### config.mk
export PLATFORM = sky130hd
export DESIGN_NAME = fetch_sequencer
export DESIGN_NICKNAME = d
export VERILOG_FILES = /design/src/rtl/fetch_sequencer.sv
export SDC_FILE = /design/constraint.sdc
export NUM_CORES = 1
export LEC_CHECK = 0
export CAP_MARGIN = 20
export CELL_PAD_IN_SITES_DETAIL_PLACEMENT = 0
export CELL_PAD_IN_SITES_GLOBAL_PLACEMENT = 2
export CORE_MARGIN = 4
export CORE_UTILIZATION = 27
export CTS_CLUSTER_SIZE = 25
export DETAILED_ROUTE_END_ITERATION = 8
export PLACE_DENSITY_LB_ADDON = 0.1
export SLEW_MARGIN = 20
export SYNTH_ARGS = -nofsm -noshare
export SYNTH_HDL_FRONTEND = slang
export SYNTH_SLANG_ARGS = --single-unit
### constraint.sdc
create_clock -name clk_i -period 2.4 [get_ports clk_i]
set_input_delay 0.24 -clock clk_i [delete_from_list [all_inputs] [get_ports clk_i]]
set_output_delay 0.24 -clock clk_i [all_outputs]
set_load 0.05 [all_outputs]
### src/rtl/fetch_sequencer.sv
// Fetch sequencer: walks the fetch PC through a handshaked instruction memory,
// holds each fetched word for decode and drops responses made stale by a redirect.
module fetch_sequencer #(
   parameter logic [31:0] RESET_PC = 32'h0000_0000,
   parameter int unsigned TIMEOUT  = 16
) (
   input  logic        clk_i,
   input  logic        reset_i,
   input  logic        pcsrc_i,
   input  logic [31:0] result_i,
   input  logic        stall_i,
   output logic        imem_req_o,
   output logic [31:0] imem_addr_o,
   input  logic        imem_ack_i,
   input  logic [31:0] imem_rdata_i,
   output logic [31:0] instr_o,
   output logic        instr_valid_o,
   output logic [31:0] pc_o,
   output logic [31:0] pc_plus_4_o,
   output logic        fetch_err_o
);

   localparam int unsigned XLEN  = 32;
   localparam int unsigned CNT_W = $clog2(TIMEOUT + 1);
   localparam logic [CNT_W-1:0] CNT_MAX = CNT_W'(TIMEOUT);
   localparam logic [XLEN-1:0]  WORD_BYTES = XLEN'(4);

   typedef enum logic [1:0] {
      S_IDLE,
      S_REQ,
      S_KILL,
      S_HOLD
   } state_e;

   state_e             state_q, state_d;
   logic [XLEN-1:0]    fetch_pc_q, fetch_pc_d;
   logic               imem_req_q, imem_req_d;
   logic [XLEN-1:0]    imem_addr_q, imem_addr_d;
   logic [XLEN-1:0]    instr_q, instr_d;
   logic               instr_valid_q, instr_valid_d;
   logic [XLEN-1:0]    pc_q, pc_d;
   logic               fetch_err_q, fetch_err_d;
   logic [CNT_W-1:0]   wait_cnt_q, wait_cnt_d;

   logic [XLEN-1:0]    redirect_pc;
   logic [CNT_W-1:0]   wait_cnt_inc;

   assign redirect_pc  = result_i & ~XLEN'(3);
   assign wait_cnt_inc = (wait_cnt_q == CNT_MAX) ? wait_cnt_q : wait_cnt_q + CNT_W'(1);

   // Next-state and registered-output logic
   always_comb begin
      state_d       = state_q;
      fetch_pc_d    = fetch_pc_q;
      imem_req_d    = imem_req_q;
      imem_addr_d   = imem_addr_q;
      instr_d       = instr_q;
      instr_valid_d = instr_valid_q;
      pc_d          = pc_q;
      wait_cnt_d    = wait_cnt_q;

      unique case (state_q)
         S_IDLE: begin
            state_d     = S_REQ;
            imem_req_d  = 1'b1;
            imem_addr_d = fetch_pc_q;
         end
         S_REQ: begin
            if (imem_ack_i) begin
               wait_cnt_d = '0;
               if (pcsrc_i) begin
                  fetch_pc_d  = redirect_pc;
                  imem_addr_d = redirect_pc;
               end else begin
                  instr_d       = imem_rdata_i;
                  pc_d          = fetch_pc_q;
                  instr_valid_d = 1'b1;
                  fetch_pc_d    = fetch_pc_q + WORD_BYTES;
                  imem_req_d    = 1'b0;
                  state_d       = S_HOLD;
               end
            end else begin
               wait_cnt_d = wait_cnt_inc;
               if (pcsrc_i) begin
                  fetch_pc_d = redirect_pc;
                  state_d    = S_KILL;
               end
            end
         end
         // Old request still on the bus; its response is dropped when it lands
         S_KILL: begin
            if (imem_ack_i) begin
               wait_cnt_d  = '0;
               state_d     = S_REQ;
               fetch_pc_d  = pcsrc_i ? redirect_pc : fetch_pc_q;
               imem_addr_d = pcsrc_i ? redirect_pc : fetch_pc_q;
            end else begin
               wait_cnt_d = wait_cnt_inc;
               if (pcsrc_i) begin
                  fetch_pc_d = redirect_pc;
               end
            end
         end
         S_HOLD: begin
            if (pcsrc_i) begin
               instr_valid_d = 1'b0;
               fetch_pc_d    = redirect_pc;
               imem_req_d    = 1'b1;
               imem_addr_d   = redirect_pc;
               state_d       = S_REQ;
            end else if (!stall_i) begin
               instr_valid_d = 1'b0;
               imem_req_d    = 1'b1;
               imem_addr_d   = fetch_pc_q;
               state_d       = S_REQ;
            end
         end
         default: begin
            state_d = S_IDLE;
         end
      endcase

      fetch_err_d = fetch_err_q | (wait_cnt_d == CNT_MAX);
   end

   always_ff @(posedge clk_i) begin
      if (reset_i) begin
         state_q       <= S_IDLE;
         fetch_pc_q    <= RESET_PC;
         imem_req_q    <= 1'b0;
         imem_addr_q   <= RESET_PC;
         instr_q       <= '0;
         instr_valid_q <= 1'b0;
         pc_q          <= RESET_PC;
         fetch_err_q   <= 1'b0;
         wait_cnt_q    <= '0;
      end else begin
         state_q       <= state_d;
         fetch_pc_q    <= fetch_pc_d;
         imem_req_q    <= imem_req_d;
         imem_addr_q   <= imem_addr_d;
         instr_q       <= instr_d;
         instr_valid_q <= instr_valid_d;
         pc_q          <= pc_d;
         fetch_err_q   <= fetch_err_d;
         wait_cnt_q    <= wait_cnt_d;
      end
   end

   assign imem_req_o    = imem_req_q;
   assign imem_addr_o   = imem_addr_q;
   assign instr_o       = instr_q;
   assign instr_valid_o = instr_valid_q;
   assign pc_o          = pc_q;
   assign pc_plus_4_o   = pc_q + WORD_BYTES;
   assign fetch_err_o   = fetch_err_q;

endmodule

Word level (Yosys, flattened, before mapping)
Cells that the tools add are included.

operators by class
  $add $sub $neg = 3
  $mul = 0
  div/mod/pow operators = 0
  magnitude comparators = 0
  equality and inequality tests = 12
  shift operators = 0
  mux-type cells = 30
  bitwise operators = 2
  reduce and logical (&&, ||, !) cells = 11

operators by type and width
  cell                                                             number
  32-bit two-way mux                                               8
  32-bit case mux with 4 select lines                              1
  32-bit by 3-bit adder with 32-bit output, second input constant  2
  32-bit case mux with 2 select lines                              1
  4-bit AND reduction                                              4
  5-bit two-way mux                                                3
  2-bit two-way mux                                                6
  5-bit == test, second input constant                             2
  3-bit inequality test, second input constant                     3
  1-bit two-way mux                                                8
  2-bit inequality test, second input constant                     4
  2-bit case mux with 4 select lines                               1
  5-bit by 1-bit adder with 5-bit output, second input constant    1
  2-bit == test, second input constant                             2
  2-bit nonzero test                                               2
  2-bit OR reduction                                               2
  1-bit case mux with 3 select lines                               1
  3-bit AND reduction                                              1
  3-bit nonzero test                                               1
  2-bit by 1-bit == test with 1-bit output, second input constant  1
  2-bit logical NOT                                                1
  1-bit case mux with 2 select lines                               1
  1-bit NOT                                                        1
  1-bit OR                                                         1

storage, ports and cells
  register bits after elaboration = 138
  latch bits = 0
  memory bits (writable) = 0
  memory bits (read-only) = 0
  input bits = 69
  output and inout port bits = 131
  word-level logic and storage cells = 67
  memories = 0

Longest topological paths before layout
  word-level depth = 6
  gate-level depth with buffers = 9
  mapped depth without buffers = 7

Least setup slack after synthesis
No wires, ideal clock.

  path type = reg2out
  start = register pc_q[5], in the netlist pc_o[5]
  end = output port pc_plus_4_o[29]
  arrival = 2.624 ns
  data required time = 2.160 ns
  slack = -0.464 ns
  stages on the path, launching flop included = 7
  path buffers = 1
  path through = dfxtp_1 > and4_1 > nand4_1 > or2_1 > buf_2 > nand2b_1 > xnor2_1

on the way
  cells in the longest elaborated chain, start to end = 1

RTL lines
  item                                      RTL line  RTL
  start, declared                           41        logic [XLEN-1:0] pc_q, pc_d;
  start signal, assigned                    144       pc_q <= pc_d;
  32-bit by 3-bit adder with 32-bit output  155       assign pc_plus_4_o = pc_q + WORD_BYTES;
  end, declared                             19        output logic [31:0] pc_plus_4_o,

No other way between the ends.

Worst setup path in the final report
  start = register pc_q[12], in the netlist pc_o[12]
  end = output port pc_plus_4_o[29]

The elaborated chain is that of the path after synthesis.

==> run_results.csv <==
group,metric,value,unit
finish,final_core_util,0.419,
power,p_leak,3.87,nW
critical_path,cpPeakStageDelay,0.40,ns
run_status,status,"complete, no violations",
drt,vias,7045,
critical_path,crit_chain,"and4_4, nand3_1, or2_4, nand2b_1, xnor2_2, buf_12",
critical_path,path_buf_inv,1,
grt,grtUsageTotal,0.174,
timing,hold_viol_final,0,
critical_path,required,2.16,ns
power,peakVddDrop,0.291,mV
critical_path,cpMaxStageDelayCell,"dfxtp_2",
timing,slew_headroom,0.397,
clock_network,cts_tree,"done",
place,hpwl,18700,µm
clock_network,cts_max_path_buffers,2,
synth,synth_area,6870,µm²
floorplanning,rows,58,
floorplanning,core-area,25100,µm²
drt,drt_pre_antenna_iters,5,
synth,yosysTopAreaCell,"dfxtp_1",
synth,synthArstFlopShare,0,
timing,rsz0062_at_grt,"yes",
critical_path,arrival,2.06,ns
critical_path,start_kind,"flip-flop",
floorplanning,ioPinCount,200,
synth,synth_flop_cell,"dfxtp_1",
critical_path,path_delay_family,"simple AND/OR/NAND/NOR gates",
floorplanning,dieArea,28100,µm²
clock_network,cts.root.buffer_cell,"clkbuf_16",
finish,syn2layout_area_growth,53.1,%
clock_network,path_clk_slew,0.06,ns
floorplanning,die_w,168,µm
drt,routedWlPerCell,17.5,µm
run,max-cap-violations,0,
synth,synth_area_per_cell,7.90,µm²
timing,max_freq,0.434,GHz
power,p_per_area,633,nW/µm²
clock_network,htreeDepth,4,
synth,synth_edf_count,0,
place,gp_congestion,0.822,
drt,drtAntennaViolNets,0,
drt,viasPerCell,4.93,
clock_network,cts_buffers,17,
timing,maxSlewViolCount,0,
timing,period_needed,2.30,ns
synth,yosys-top-cells-area,"dfxtp_1 40%, nand2_1 8.9%, a21oi_1 6.3%",
clock_network,clk_latency,0.43,ns
finish,final_common_cell,"clkdlybuf4s50_1",
floorplanning,initial_utilization,0.274,
timing,tightest_slew,0.905,ns
grt,antenna_found_initial,0,
critical_path,cp-end-kind,"output pin",
finish,num_antenna_cells,0,
timing,setup_viol,0,
grt,grt_pass1_wl,39600,µm
drt,drcViolationCount,0,
finish,nets,1165,
finish,layout_common_cells,"172 x clkdlybuf4s50_1, 163 x nand2_1, 127 x dfxtp_1",
synth,ys_types,66,
critical_path,path_max_fanout,7,
place,portBuffers,197,
grt,grt_max_degree,80,
grt,grt_overflow,0,
timing,min_period_over_period,0.960,
synth,yosysSeqAreaShare,0.402,
drt,routed_wl,25000,µm
finish,drive_above_1_share,0.165,
timing,fin_skew,0.0179,ns
synth,syn_nets,948,
drt,drt-initial-drc-count,417,
synth,ys_warn_count,0,
clock_network,cts.sinks,138,
min_path,holdCritPathClass,"in2reg",
floorplanning,die_h,168,µm
synth,synth-seq-cells,138,
critical_path,crit_type,"reg2out",
synth,yosysTopAreaCellShare,0.402,
grt,grt_pass1_vias,6810,
power,power,6.66,mW
synth,syn_inst,870,
## per-stage QoR
stage	instance area, µm²	std cells	worst slack, ns	TNS, ns	hold slack (ns)
global placement	9840	1394	0.246	0	0.437
floorplan	7000	870	-0.00943	-0.0106	0.376
detailed placement	9840	1394	0.224	0	0.443
CTS	10500	1428	0.00634	0	0.233
global route	10500	1430	-0.0316	-0.0380	0.264
finish	10500	1430	0.0955	0	0.251
## power breakdown
group | internal (mW) | switching [mW]
clock network | 1.47 | 1.15
logic | 0.568 | 0.904
registers | 2.43 | 0.139
## Yosys cell counts, drive strengths merged, types with 9 or more instances
master,count
ha,9
nand2,164
nand4,20
o22ai,10
nor4,9
nor2,71
xor2,10
o21ai,18
inv,17
a22oi,38
a211oi,37
buf,29
a21oi,88
dfxtp,138
xnor2,22
clkbuf,43
nor3,20
and3,10
nand3,34
## repair_timing
item,CTS,global route
endpoints found under the setup margin,13,16
pin swaps,5,7
hold buffers,0,0
resized for setup,10,11
setup buffers,2,2
## per-layer routing
metal / GRT usage / up-vias / part of all wire
li1: - / 3536 / -
met1: 0.255 / 3297 / 0.50
met2: 0.266 / 195 / 0.44
met3: 0.0366 / 17 / 0.053
met4: 0.0360 / 0 / 0.0070
met5: 0 / - / 0
## cells by family after synthesis
family	count (synthesis)	synth area share
and+or+nand+nor	363	0.254
xor gates and xnor gates	32	0.0408
adders and majority gates	9	0.0164
buffers and inverters	89	0.0573
DFF	138	0.402
AOI/OAI and AO/OA	230	0.217
muxes	9	0.0133
## worst register-to-register path, cell delays in order (launching register included)
cell and delay (ns):
dfxtp_1 0.37, inv_1 0.12, ha_1 0.32, or3b_1 0.56
buf_4 0.22, o21ai_0 0.16, nand2_1 0.07, a22oi_1 0.14
o22ai_1 0.09
## layout make-up
type,instances,area (µm²)
clock buffer,17,425
clock inverter,15,159
fill,2638,14600
inverter,17,63.8
multi-input combinational,643,3920
sequential,138,2790
tap,330,413
timing repair buffer,270,2760
## state kept, by name, summed over array words and instances, names as in the netlist
register and count:
instr_o 32, fetch_err_o 1, wait_cnt_q 5, instr_valid_o 1, imem_req_o 1, state_q 2
fetch_pc_q 32, imem_addr_o 32, pc_o 32
## final timing paths
check / end / cells past startpoint / slack, ns / from
hold reg to reg: instr_o[16] / 2 / 0.45 / instr_o[16]
setup reg to reg: fetch_pc_q[22] / 8 / 0.20 / state_q[0]
setup / recovery: pc_plus_4_o[29] / 6 / 0.1 / pc_o[12]
hold / removal: fetch_pc_q[26] / 3 / 0.25 / reset_i
Note: power is estimated with default switching activity, not from simulation.
